`src/rtl/csr_priv_fwd_unit_pkg.sv`:
```
// -----------------------------------------------------------------------------
// csr_priv_fwd_unit_pkg
// Shared definitions for the CSR privilege / mstatus forwarding unit:
//   - CSR addresses for mstatus and sstatus
//   - mstatus bit positions touched by MRET/SRET
//   - SSTATUS_MASK (RV32 sstatus view of mstatus; bits above 31 are never
//     masked, so the same constant serves XLEN=64)
//   - privilege encodings
//   - forwarding FSM state type
// Optional feature macro used by importers: CSR_FWD_MPRV_EN
// -----------------------------------------------------------------------------
package csr_priv_fwd_unit_pkg;

    localparam logic [11:0] CSR_MSTATUS = 12'h300;
    localparam logic [11:0] CSR_SSTATUS = 12'h100;

    localparam int SIE_BIT  = 1;
    localparam int MIE_BIT  = 3;
    localparam int SPIE_BIT = 5;
    localparam int MPIE_BIT = 7;
    localparam int SPP_BIT  = 8;
    localparam int MPP_LO   = 11;
    localparam int MPP_HI   = 12;
    localparam int MPRV_BIT = 17;

    // SIE, SPIE, UBE, SPP, VS, FS, XS, SUM, MXR, SD
    localparam logic [31:0] SSTATUS_MASK = 32'h800D_E762;

    localparam logic [1:0] PRIV_U = 2'b00;
    localparam logic [1:0] PRIV_S = 2'b01;
    localparam logic [1:0] PRIV_M = 2'b11;

    typedef enum logic [1:0] {
        IDLE     = 2'd0,
        ARM_MRET = 2'd1,
        ARM_SRET = 2'd2
    } fwd_state_t;

endpackage

```
`src/rtl/csr_priv_fwd_unit_xret_status_calc.sv`:
```
// -----------------------------------------------------------------------------
// xret_status_calc
// Purely combinational: computes the mstatus value an MRET or SRET will leave
// behind, so a CSR read in the same cycle as the xRET sees the new value.
// Ports:
//   mstatus      in  [XLEN]  architectural mstatus before the xRET
//   is_sret      in  1       0 = MRET, 1 = SRET
//   mstatus_post out [XLEN]  mstatus after the xRET
// Macro CSR_FWD_MPRV_EN: when defined, MPRV is cleared as on a real xRET
// (MRET only when leaving to a privilege below M); otherwise MPRV is untouched.
// -----------------------------------------------------------------------------
module xret_status_calc
    import csr_priv_fwd_unit_pkg::*;
#(
    parameter int XLEN = 32
) (
    input  logic [XLEN-1:0] mstatus,
    input  logic            is_sret,
    output logic [XLEN-1:0] mstatus_post
);

    always_comb begin
        mstatus_post = mstatus;
        if (!is_sret) begin
            mstatus_post[MIE_BIT]       = mstatus[MPIE_BIT];
            mstatus_post[MPIE_BIT]      = 1'b1;
            mstatus_post[MPP_HI:MPP_LO] = PRIV_U;
`ifdef CSR_FWD_MPRV_EN
            if (mstatus[MPP_HI:MPP_LO] != PRIV_M) begin
                mstatus_post[MPRV_BIT] = 1'b0;
            end
`endif
        end else begin
            mstatus_post[SIE_BIT]  = mstatus[SPIE_BIT];
            mstatus_post[SPIE_BIT] = 1'b1;
            mstatus_post[SPP_BIT]  = 1'b0;
`ifdef CSR_FWD_MPRV_EN
            // SRET always returns below M, so MPRV always drops
            mstatus_post[MPRV_BIT] = 1'b0;
`endif
        end
    end

endmodule

```
`src/rtl/csr_priv_fwd_unit.sv`:
```
// -----------------------------------------------------------------------------
// csr_priv_fwd_unit
// Tracks the current privilege level and forwards mstatus/sstatus to a CSR
// read in EX that races with an MRET/SRET in MEM.
//   - Same cycle: the read gets mstatus_in as modified by the xRET.
//   - Later (FSM armed): the CSR file is already updated, so the read gets
//     mstatus_in unmodified. The arm expires after HOLD_CYCLES cycles
//     (0 = never expires) with a one-cycle fwd_timeout pulse.
// Ports:
//   clk, reset (async, active-high)
//   trap_flush, trap_target_priv[1:0], mret_flush, sret_flush : commit events
//   mstatus_in[XLEN]                        : architectural mstatus
//   exmem_is_mret, exmem_is_sret, exmem_valid : xRET in MEM
//   idex_csr_rd, idex_valid, idex_csr_addr[11:0] : CSR read in EX
//   exception, ex_csr_rdata[XLEN]          : exception flag, raw read data
//   current_priv[1:0], effective_priv[1:0], ex_csr_rdata_fwd[XLEN],
//   fwd_armed, fwd_timeout
// Parameters: XLEN (32/64), HOLD_CYCLES, HAS_SMODE
// Macro CSR_FWD_MPRV_EN: clear MPRV in forwarded post-xRET values.
// -----------------------------------------------------------------------------
module csr_priv_fwd_unit
    import csr_priv_fwd_unit_pkg::*;
#(
    parameter int XLEN        = 32,
    parameter int HOLD_CYCLES = 4,
    parameter int HAS_SMODE   = 1
) (
    input  logic            clk,
    input  logic            reset,
    input  logic            trap_flush,
    input  logic [1:0]      trap_target_priv,
    input  logic            mret_flush,
    input  logic            sret_flush,
    input  logic [XLEN-1:0] mstatus_in,
    input  logic            exmem_is_mret,
    input  logic            exmem_is_sret,
    input  logic            exmem_valid,
    input  logic            idex_csr_rd,
    input  logic            idex_valid,
    input  logic [11:0]     idex_csr_addr,
    input  logic            exception,
    input  logic [XLEN-1:0] ex_csr_rdata,
    output logic [1:0]      current_priv,
    output logic [1:0]      effective_priv,
    output logic [XLEN-1:0] ex_csr_rdata_fwd,
    output logic            fwd_armed,
    output logic            fwd_timeout
);

    localparam int              CNT_W     = (HOLD_CYCLES < 1) ? 1 : $clog2(HOLD_CYCLES + 1);
    localparam logic [CNT_W-1:0] HOLD_LOAD = CNT_W'(HOLD_CYCLES);
    localparam logic            SMODE_EN  = (HAS_SMODE != 0);
    // Low word follows the sstatus view, upper word passes through untouched
    localparam logic [XLEN-1:0] SSTATUS_MASK_X = ~XLEN'(~SSTATUS_MASK);

    logic [1:0]       priv_reg, priv_next;
    fwd_state_t       state_reg, state_next;
    logic [CNT_W-1:0] cnt_reg, cnt_next;
    logic             timeout_reg, timeout_next;

    logic             sret_seen;
    logic             xret_mem;
    logic             status_rd;
    logic             consume;
    logic [1:0]       xret_target;
    logic [XLEN-1:0]  mstatus_post;
    logic [XLEN-1:0]  fwd_val;
    logic             use_fwd;

    assign sret_seen = exmem_is_sret & SMODE_EN;
    assign xret_mem  = (exmem_is_mret | sret_seen) & exmem_valid & ~exception;
    assign status_rd = idex_csr_rd & idex_valid &
                       ((idex_csr_addr == CSR_MSTATUS) | (idex_csr_addr == CSR_SSTATUS));
    assign consume   = status_rd & ~exception;

    // MRET takes precedence when both flags are raised
    assign xret_target = exmem_is_mret ? mstatus_in[MPP_HI:MPP_LO]
                                       : {1'b0, mstatus_in[SPP_BIT]};

    xret_status_calc #(
        .XLEN(XLEN)
    ) u_xret_calc (
        .mstatus      (mstatus_in),
        .is_sret      (~exmem_is_mret),
        .mstatus_post (mstatus_post)
    );

    // ---------------- privilege register ----------------
    always_comb begin
        priv_next = priv_reg;
        if (trap_flush) begin
            priv_next = trap_target_priv;
            // Without S-mode a trap aimed at S lands in M
            if (!SMODE_EN && (trap_target_priv == PRIV_S)) begin
                priv_next = PRIV_M;
            end
        end else if (mret_flush) begin
            priv_next = mstatus_in[MPP_HI:MPP_LO];
        end else if (sret_flush && SMODE_EN) begin
            priv_next = {1'b0, mstatus_in[SPP_BIT]};
        end
    end

    always_ff @(posedge clk or posedge reset) begin
        if (reset) begin
            priv_reg <= PRIV_M;
        end else begin
            priv_reg <= priv_next;
        end
    end

    // ---------------- forwarding FSM ----------------
    always_ff @(posedge clk or posedge reset) begin
        if (reset) begin
            state_reg   <= IDLE;
            cnt_reg     <= '0;
            timeout_reg <= 1'b0;
        end else begin
            state_reg   <= state_next;
            cnt_reg     <= cnt_next;
            timeout_reg <= timeout_next;
        end
    end

    always_comb begin
        state_next   = state_reg;
        cnt_next     = cnt_reg;
        timeout_next = 1'b0;
        case (state_reg)
            IDLE: begin
                // A consumer in the same cycle already got the post-xRET
                // value, so nothing is left to arm for.
                if (!trap_flush && !consume && xret_mem) begin
                    state_next = exmem_is_mret ? ARM_MRET : ARM_SRET;
                    cnt_next   = HOLD_LOAD;
                end
            end
            ARM_MRET, ARM_SRET: begin
                if (trap_flush || consume) begin
                    state_next = IDLE;
                    cnt_next   = '0;
                end else if (xret_mem) begin
                    state_next = exmem_is_mret ? ARM_MRET : ARM_SRET;
                    cnt_next   = HOLD_LOAD;
                end else if (HOLD_CYCLES > 0) begin
                    if (cnt_reg == CNT_W'(1)) begin
                        state_next   = IDLE;
                        cnt_next     = '0;
                        timeout_next = 1'b1;
                    end else begin
                        cnt_next = cnt_reg - CNT_W'(1);
                    end
                end
            end
            default: begin
                state_next = IDLE;
                cnt_next   = '0;
            end
        endcase
    end

    // ---------------- read-data forwarding ----------------
    always_comb begin
        use_fwd = 1'b0;
        fwd_val = ex_csr_rdata;
        if (status_rd && xret_mem) begin
            use_fwd = 1'b1;
            fwd_val = mstatus_post;
        end else if (status_rd && (state_reg != IDLE)) begin
            use_fwd = 1'b1;
            fwd_val = mstatus_in;
        end
        if (use_fwd && (idex_csr_addr == CSR_SSTATUS)) begin
            fwd_val = fwd_val & SSTATUS_MASK_X;
        end
    end

    assign ex_csr_rdata_fwd = fwd_val;
    assign current_priv     = priv_reg;
    assign effective_priv   = xret_mem ? xret_target : priv_reg;
    assign fwd_armed        = (state_reg != IDLE);
    assign fwd_timeout      = timeout_reg;

endmodule
```
`config.mk`:
```
export PLATFORM = sky130hd
export DESIGN_NAME = csr_priv_fwd_unit
export DESIGN_NICKNAME = d
export VERILOG_FILES = /design/src/rtl/csr_priv_fwd_unit_pkg.sv /design/src/rtl/csr_priv_fwd_unit_xret_status_calc.sv /design/src/rtl/csr_priv_fwd_unit.sv
export SDC_FILE = /design/constraint.sdc
export NUM_CORES = 1
export LEC_CHECK = 0
export CAP_MARGIN = 20
export CORE_ASPECT_RATIO = 1.75
export CORE_UTILIZATION = 30
export CTS_CLUSTER_SIZE = 24
export DETAILED_ROUTE_END_ITERATION = 16
export HOLD_SLACK_MARGIN = 0.06
export PLACE_DENSITY_LB_ADDON = 0.05
export RECOVER_POWER = 25
export SKIP_LAST_GASP = 1
export SYNTH_ARGS = -nofsm -noshare
export SYNTH_HDL_FRONTEND = slang
export SYNTH_SLANG_ARGS = --single-unit
```
`constraint.sdc`:
```
create_clock -name clk -period 3.46 [get_ports clk]
set_input_delay 0.692 -clock clk [delete_from_list [all_inputs] [get_ports clk]]
set_output_delay 0.692 -clock clk [all_outputs]
set_load 0.1 [all_outputs]
```
# Yosys cells after proc, flatten, opt, wreduce, memory -nomap -nowiden
# Cells that the tools add are included.
dict set report word_totals {
  register_bits 8
  in_bits 89
  elab_cells 64
}
dict set report op_classes {
  add_sub_neg 1
  eq_ne 7
  mux 31
  bitwise_logic 8
  reduce_logical 13
}
# op count
set op_table {}
lappend op_table {{$mux 32} 2}
lappend op_table {{$mux 31} 1}
lappend op_table {{$mux 2} 11}
lappend op_table {{$eq 12x10->1 const B} 1}
lappend op_table {{$eq 12x9->1 const B} 1}
lappend op_table {{$mux 3} 4}
lappend op_table {{$mux 1} 11}
lappend op_table {{$pmux 3 s2} 1}
lappend op_table {{$and 1x1->1} 5}
lappend op_table {{$logic_and 1x1->1} 5}
lappend op_table {{$ne 4x4->1 const B} 1}
lappend op_table {{$pmux 2 s2} 1}
lappend op_table {{$eq 3x1->1 const B} 1}
lappend op_table {{$reduce_bool 3->1} 1}
lappend op_table {{$sub 3x1->3 const B} 1}
lappend op_table {{$eq 2x1->1 const B} 1}
lappend op_table {{$eq 2x2->1 const B} 1}
lappend op_table {{$logic_not 1->1} 2}
lappend op_table {{$logic_not 2->1} 1}
lappend op_table {{$ne 2x2->1 const B} 1}
lappend op_table {{$or 1x1->1} 2}
lappend op_table {{$reduce_and 2->1} 1}
lappend op_table {{$reduce_bool 2->1} 1}
lappend op_table {{$reduce_or 2->1} 1}
lappend op_table {{other kinds (2)} 2}

# Logic depth before layout (Yosys ltp)
# Gate-level depths: netlist of the first run.
dict set report logic_depth {
  depth_word 9
  mapped_depth 7
  depth_no_buf 6
}

# By module
# Synthesis of the first run repeated with hierarchy kept, for this count alone.
dict set report unflattened {
  hier_cells 235
  hier_area_um2 1680.4
}
# module n_inst cells_per_inst area_each_um2
set modules_own_cells {}
lappend modules_own_cells {csr_priv_fwd_unit 1 203 1433.9}
lappend modules_own_cells {xret_status_calc 1 32 246.5}

# Least setup slack after synthesis of the first run
# Ideal clock, no wire load.
dict set report synth_timing {
  path_kind {in2out}
  startpoint {input idex_csr_addr[11]}
  endpoint {output ex_csr_rdata_fwd[3]}
  arrival_ns 4.243
  required_ns 2.768
  slack_ns -1.475
  path_stages 5
  path_cell_list {or4_4 nor4_1 clkbuf_1 a21oi_1 a211oi_1}
}
dict set report synth_via {
  elab_chain_len 8
}
# item line_no
set synth_rtl {}
lappend synth_rtl {{start: declaration} csr_priv_fwd_unit.sv:40} ;# input logic [11:0] idex_csr_addr,
lappend synth_rtl {{$eq 12x10->1 / $eq 12x9->1 (equally long branches)} {csr_priv_fwd_unit.sv:73, csr_priv_fwd_unit.sv:173}}
lappend synth_rtl {{$or 1x1->1} csr_priv_fwd_unit.sv:73} ;# ((idex_csr_addr == CSR_MSTATUS) | (idex_csr_addr == CSR_SSTATUS));
lappend synth_rtl {{$and 1x1->1} csr_priv_fwd_unit.sv:72} ;# assign status_rd = idex_csr_rd & idex_valid &
lappend synth_rtl {{$logic_and 1x1->1} csr_priv_fwd_unit.sv:169} ;# end else if (status_rd && (state_reg != IDLE)) begin
lappend synth_rtl {{$mux 1} csr_priv_fwd_unit.sv:169}
lappend synth_rtl {{$mux 1} csr_priv_fwd_unit.sv:166} ;# if (status_rd && xret_mem) begin
lappend synth_rtl {{$logic_and 1x1->1} csr_priv_fwd_unit.sv:173} ;# if (use_fwd && (idex_csr_addr == CSR_SSTATUS)) begin
lappend synth_rtl {{$mux 31 (*)} csr_priv_fwd_unit.sv:173}
lappend synth_rtl {{end: declaration} csr_priv_fwd_unit.sv:45} ;# output logic [XLEN-1:0] ex_csr_rdata_fwd,
# Every way passes the cells marked *; elsewhere a longest branch is shown, timed or not.

# Final worst setup path of the first run
dict set report layout_timing {
  startpoint {input idex_csr_addr[11]}
  endpoint {output ex_csr_rdata_fwd[16]}
}
dict set report layout_via {
  elab_chain_len 7
}
# item line_no
set layout_rtl {}
lappend layout_rtl {{$eq 12x10->1 / $eq 12x9->1 (equally long branches)} csr_priv_fwd_unit.sv:73}
lappend layout_rtl {{$or 1x1->1 (*)} csr_priv_fwd_unit.sv:73}
lappend layout_rtl {{$and 1x1->1 (*)} csr_priv_fwd_unit.sv:72}
lappend layout_rtl {{$logic_and 1x1->1} csr_priv_fwd_unit.sv:169}
lappend layout_rtl {{$mux 32} csr_priv_fwd_unit.sv:169}
lappend layout_rtl {{$mux 32 (*)} csr_priv_fwd_unit.sv:166}
lappend layout_rtl {{$mux 31 (*)} csr_priv_fwd_unit.sv:173}
# Marks and branches as above.

==> results of run 1 <==
-- worst paths after layout --
check                                  start                    to  slack, ns  cells after the start
setup / recovery           idex_csr_addr[11]  ex_csr_rdata_fwd[16]      -0.08                      8
hold / removal                    cnt_reg[1]            cnt_reg[1]       0.52                      1
setup reg to reg                state_reg[0]            cnt_reg[0]       1.66                      7
hold reg to reg                   cnt_reg[1]            cnt_reg[1]       0.52                      1
max in group asynchronous              reset       current_priv[0]       2.32                      2
min in group asynchronous              reset           fwd_timeout       0.86                      2
-- per-stage QoR --
stage	cell area (um^2)	instances	utilization (%)	setup slack [ns]
2_1_floorplan	1340	165	-	-0.352
3_3_place_gp	3120	351	79.1	-0.307
3_5_place_dp	3120	351	79.1	-0.361
4_1_cts	3290	362	83.4	-0.0276
5_1_grt	3390	364	86.1	-0.102
6_report	3390	364	86.1	-0.0809
-- critical path: cells and delay by family --
kind                   cells  cell delay, ns
buffers and inverters      4            0.51
muxes                      1            0.32
AOI/OAI and AO/OA          1            0.20
and+or+nand+nor            2            1.11
-- layout by cell type, fill, tap and decap left out, types with 4 or more instances in the layout --
cell type         n
nor2_1            6
ha_1              4
o21ai_0           6
o21ai_1          10
buf_6             7
a21oi_1           4
nand4_1          15
dfrtp_1           6
clkdlybuf4s50_1  77
o21ai_4           6
buf_12           35
inv_1            27
buf_2             4
clkbuf_16         4
nand2_1           9
buf_4            24
mux2_4           11
-- metal layers --
metal  global-route usage (%)  wire (um)  share of wire (%)
met1                     26.8       2300                 32
met2                     57.5       4330                 59
met3                     6.46        488                6.7
met4                     7.07        155                2.1
met5                        0          0                  0
-- layout make-up --
cell class / instances / area (um^2)
Sequential cell: 8 / 203
Timing Repair Buffer: 158 / 1930
Multi-Input combinational cell: 119 / 1050
Inverter: 27 / 101
Fill cell: 202 / 548
Clock buffer: 4 / 45.0
Tap cell: 48 / 60.1
-- power by group --
part,total [mW],internal [mW],switching (mW)
Sequential,0.147,0.124,0.0231
Clock,0.119,0.0800,0.0388
Combinational,0.908,0.369,0.538
-- kinds of logic after synthesis --
group           after synthesis  synth area share (%)
compound gates               48                  25.7
fa+ha+maj                     4                  3.99
buf+inv                      38                  12.7
flops                         8                  16.2
mux                          14                  15.4
simple gates                 53                  26.1
-- what timing repair did --
action                     CTS  global route
cloned                       2             0
resized for setup           38            23
setup buffers                5             3
pin swaps                    4             4
hold endpoints to repair     0             0
setup endpoints to repair   32            31
==> summary.md, run 1 <==
| Metric | Value |
|---|---|
| RSZ-0062 raised after global routing | yes |
| Required @ worst endpoint | 2.77 ns |
| Mapped Cells | roughly 170 |
| CTS tree | done |
| Clk pin slew, worst setup/hold paths | roughly 0.04 ns |
| VDD IR max | 0.750 mV |
| Max cap viols | 0 |
| Setup Skew | between 0.001 and 0.0015 ns |
| Num CTS Buffers | 3 |
| Die ar. | roughly 0.0045 mm^2 |
| Max reg flops | 3 |
| Startpoint types | input pin |
| Worst-margin pin slew | 0.982 ns |
| Clk_lat worst skew | ~0.23 ns |
| Top cell type's share of synthesized area | between 10% and 20% |
| Max FO, Critical Path | 6 |
| HPWL after detailed placement | 4.85 mm |
| Final net count | a little over 400 |
| Most frequent cells after synthesis | 27 x inv_1, 24 x o21ai_0, 15 x nand4_1, 10 x mux2_4, 9 x nand2_1 |
| I/O pin total | 127 |
| Fmax | around 0.28 GHz |
| Setup violators final | 16 |
| Cell Chain, Critical Path | clkbuf_2 > or4_4 > or4_4 > a21oi_4 > buf_12 > buf_12 > mux2_4 > buf_12 |
| Post-Route WL | about 7.3 mm |
| Total core area | about 0.0039 mm^2 |
| Hold Crit Class | flip-flop to flip-flop |
| Hold WS | approximately 0.52 ns |
| Net count after synthesis | approximately 260 |
| Final hold vios | 0 |
| Pwr per Cell Area | around 350 mW/mm^2 |
| ANT nets after route | 0 |
| Ys async rst share | 100% |
| Initial drt markers | 46 |
| H-tree depth | 1 |
| CP Data Arrival Time | approximately 2.9 ns |
| Setup tns final | -1.00 ns |
| DRC | 0 |
| Final WS setup | -0.0809 ns |
| Vias in the first global route | 1899 |
| Synth warn | 0 |
| Minimum clock period | approximately 3.5 ns |
| Synth-to-layout area growth | 171% |
| Unique masters post-synth | 45 |
| # diodes | 0 |
| DR WL/cell | 20.0 um |
| Slowest Stage Delay on Critical Path | 0.58 ns |
| Total track usage | 28.1% |
| Initial antenna violation count | 0 |
| First-pass GRT wire length | about 9.5 mm |
| Hold Buf Count CTS | 0 |
| Vias | 1965 |
| Crit share post-route | 102% |
| Crit. End Element | primary output |
| Layout cells sized above 1 | about 38% |
| Most common cell in the synthesized netlist | inv_1 |
| Rows | 30 |
| Pre-Repair DR Iteration Count | 4 |
| Syn_area_per_cell | about 7.6 um^2 |
| Status | finished, violations left |
| Yosys reg bits | 8 |
| # port buffers | about 130 |
| Register area share after synthesis | between 15 and 20% |
| Critical-path top delay cell | or4_4 |
| Leak | between 1 and 1.5 nW |
| Clock Sinks | 8 |
| Dominant cell type by area after synthesis | dfrtp_1 |
| Slew headroom | approximately 34% |
| Die height | between 80 and 90 um |
| Avg Vias per Cell | 5.40 |
| Largest net degree at the start of global routing | 19 |
| Synth Cell Area | 0.00125 mm^2 |
| DIE WIDTH | between 50 and 60 um |
| EDFF count, synth | 0 |
| Total power draw | between 1 and 1.5 mW |
| Clock Path Buffers | 2 |
| CTS Root Cell | clkbuf_8 |
| Crit-path most repeated cell | buf_12 |
| Starting Density | about a third |
| GP Congestion | slightly above 0.8 |
| Slew Limit Fails | 0 |
| Setup CP Type | input pin to primary output |
| Failing checks | setup timing |
| Area contributors post-synth | dfrtp_1 12%, mux2_4 12%, o21ai_0 9.6% |
| Ys flop type | dfrtp_1 |
| Grt total ovfl | 0 |
(Power assumes the default switching activity.)
==> run 2: changes to the inputs <==
--- a/config.mk
+++ b/config.mk
@@ -11,7 +11,7 @@
 export CTS_CLUSTER_SIZE = 24
 export DETAILED_ROUTE_END_ITERATION = 16
 export HOLD_SLACK_MARGIN = 0.06
-export PLACE_DENSITY_LB_ADDON = 0.05
+export PLACE_DENSITY = 0.87
 export RECOVER_POWER = 25
 export SKIP_LAST_GASP = 1
 export SYNTH_ARGS = -nofsm -noshare
==> summary.md, run 2 (synthesis gave the netlist of run 1 again) <==
| Metric | Value |
|---|---|
| Status | finished, violations left |
| Failing checks | setup timing |
| CP Data Arrival Time | 2.77 ns |
| Total track usage | between 30% and 40% |
| VDD IR max | approximately 0.75 mV |
| GRT Max-Usage Layer | met2 |
| Die ar. | roughly 0.0045 mm^2 |
| Slowest Stage Delay on Critical Path | 0.54 ns |
| Placement Setup Slack | -0.335 ns |
| Fmax | 0.289 GHz |
| Setup violators final | 2 |
| Clock share of power | around a tenth |
| Met1 Use GR | between 20% and 30% |
| Sequential share of power | a little over an eighth |
| Final core utilization | about 84% |
| CTS tree | done |
| Worst-margin pin slew | about 0.96 ns |
| Comb pwr share | between 70% and 80% |
| Layout cells sized above 1 | 35.7% |
| DR WL/cell | 19.1 um |
| Slew Limit Fails | 0 |
| Setup Skew | 0.00427 ns |
| Most common cell after layout, fill and taps aside | clkdlybuf4s50_1 |
| Vias | around 2000 |
| Final Cell Area | 0.00329 mm^2 |
| Initial antenna violation count | 0 |
| # port buffers | 126 |
| Rows | 30 |
| Pre-Repair DR Iteration Count | 4 |
| Worst Path Buf+Inv | 6 |
| First-pass GRT wire length | about 10 mm |
| Crit-path most repeated cell | buf_4 |
| Routing usage on met3 | around 7% |
| H-tree depth | 1 |
| Minimum clock period | 3.46 ns |
| Final hold vios | 0 |
| Met2 GRT Util | between 60% and 70% |
| Setup tns final | -0.00403 ns |
| RSZ-0062 raised after global routing | yes |
| Critical-path top delay cell | or4_4 |
| Slew headroom | between 30% and 40% |
| I/O pin total | 127 |
| Cell Chain, Critical Path | buf_6 > or4_4 > buf_4 > buf_4 > nor4_4 > buf_4 > buf_2 > nand4_1 > o21ai_1 > buf_12 |
| Clk pin slew, worst setup/hold paths | about 0.040 ns |
| Grt total ovfl | 0 |
| Max cap viols | 0 |
| Vias in the first global route | between 2000 and 2500 |
| Setup CP Type | input pin to primary output |
| Final WS setup | -0.00347 ns |
| Clk_lat worst skew | ~0.24 ns |
| Synth-to-layout area growth | 163% |
| DIE WIDTH | between 50 and 60 um |
| Switching part of the total | between 50% and 60% |
| ANT nets after route | 0 |
| Leak | 1.42 nW |
| Hold Crit Class | flip-flop to flip-flop |
| GP Congestion | between 0.8 and 0.9 |
| Pwr per Cell Area | roughly 340 mW/mm^2 |
| Startpoint types | input pin |
| Hold Buf Count CTS | 0 |
| HPWL after detailed placement | ~4.9 mm |
| Die height | roughly 88 um |
| Crit share post-route | 100% |
| Critical path's top delay family | buffers and inverters |
| Clock Sinks | 8 |
| Area after DPL | between 0.003 and 0.004 mm^2 |
| Largest net degree at the start of global routing | 16 |
| Required @ worst endpoint | around 2.8 ns |
| Initial drt markers | slightly above 60 |
| Max reg flops | 3 |
| Num CTS Buffers | 3 |
| DRC | 0 |
| CTS Root Cell | clkbuf_8 |
| Commonest cells after routing, fill and taps aside | 76 x clkdlybuf4s50_1, 38 x buf_12, 27 x inv_1 |
| Pint | 0.537 mW |
| Crit. End Element | primary output |
| Avg Vias per Cell | between 5 and 6 |
| Total core area | approximately 0.004 mm^2 |
| Post-Route WL | 6.91 mm |
| Final net count | approximately 410 |
| Starting Density | between 30% and 40% |
| # diodes | 0 |
| NetSw | approximately 0.6 mW |
| Clock Path Buffers | 2 |
| Max FO, Critical Path | 6 |
-- run 2: changes by cell type in the layout (fill, tap and decap cells not counted), moves of 2 or more --
cell and delta:
o21ai_1 +6, or4_1 -2, clkbuf_16 -4, o21ai_4 -6, or4_4 +2, buf_12 +3
buf_6 -2, clkdlybuf4s15_1 +2
-- run 2: area by class of cell --
type / count / area, um^2
inverters: 27 / 101
fillers: 220 / 647
flip-flops and latches: 8 / 203
repair buffers: 156 / 1880
clock buffers: 4 / 45.0
well taps: 48 / 60.1
multi-input cells: 119 / 1010
-- run 2: through the flow --
step | power [mW] | hold WS (ns) | instances
2_1_floorplan | 0.685 | 0.493 | 165
3_3_place_gp | 0.973 | 0.507 | 348
3_5_place_dp | 0.995 | 0.514 | 348
4_1_cts | 1.12 | 0.523 | 359
5_1_grt | 1.20 | 0.535 | 362
6_report | 1.13 | 0.520 | 362
-- run 2: power groups by stage --
stage          Clock [mW]  Combinational (mW)  Sequential (mW)
2_1_floorplan           0               0.524            0.161
3_3_place_gp            0               0.828            0.145
3_5_place_dp            0               0.846            0.148
4_1_cts             0.123               0.851            0.147
5_1_grt             0.128               0.919            0.151
6_report            0.119               0.864            0.147
-- run 2: final timing paths --
kind,startpoint,depth (start not counted),end,slack [ns]
max,idex_csr_addr[0],10,ex_csr_rdata_fwd[27],-0.003
min,cnt_reg[1],1,cnt_reg[1],0.52
max reg2reg,state_reg[0],6,cnt_reg[0],1.76
min reg2reg,cnt_reg[1],1,cnt_reg[1],0.52
max in group asynchronous,reset,2,current_priv[1],2.32
min in group asynchronous,reset,2,fwd_timeout,0.86
-- run 2: per-layer routing --
layer	up-vias	share of wire, %
met5	-	0
met4	0	2.7
met3	19	6.2
met2	96	59
met1	933	32
li1	903	-
-- run 2: timing repair --
item,4_1_cts,5_1_grt
resized for setup,36,7
pin swaps,4,4
setup buffers,5,3
gates cloned,2,1
endpoints found under the setup margin,32,30
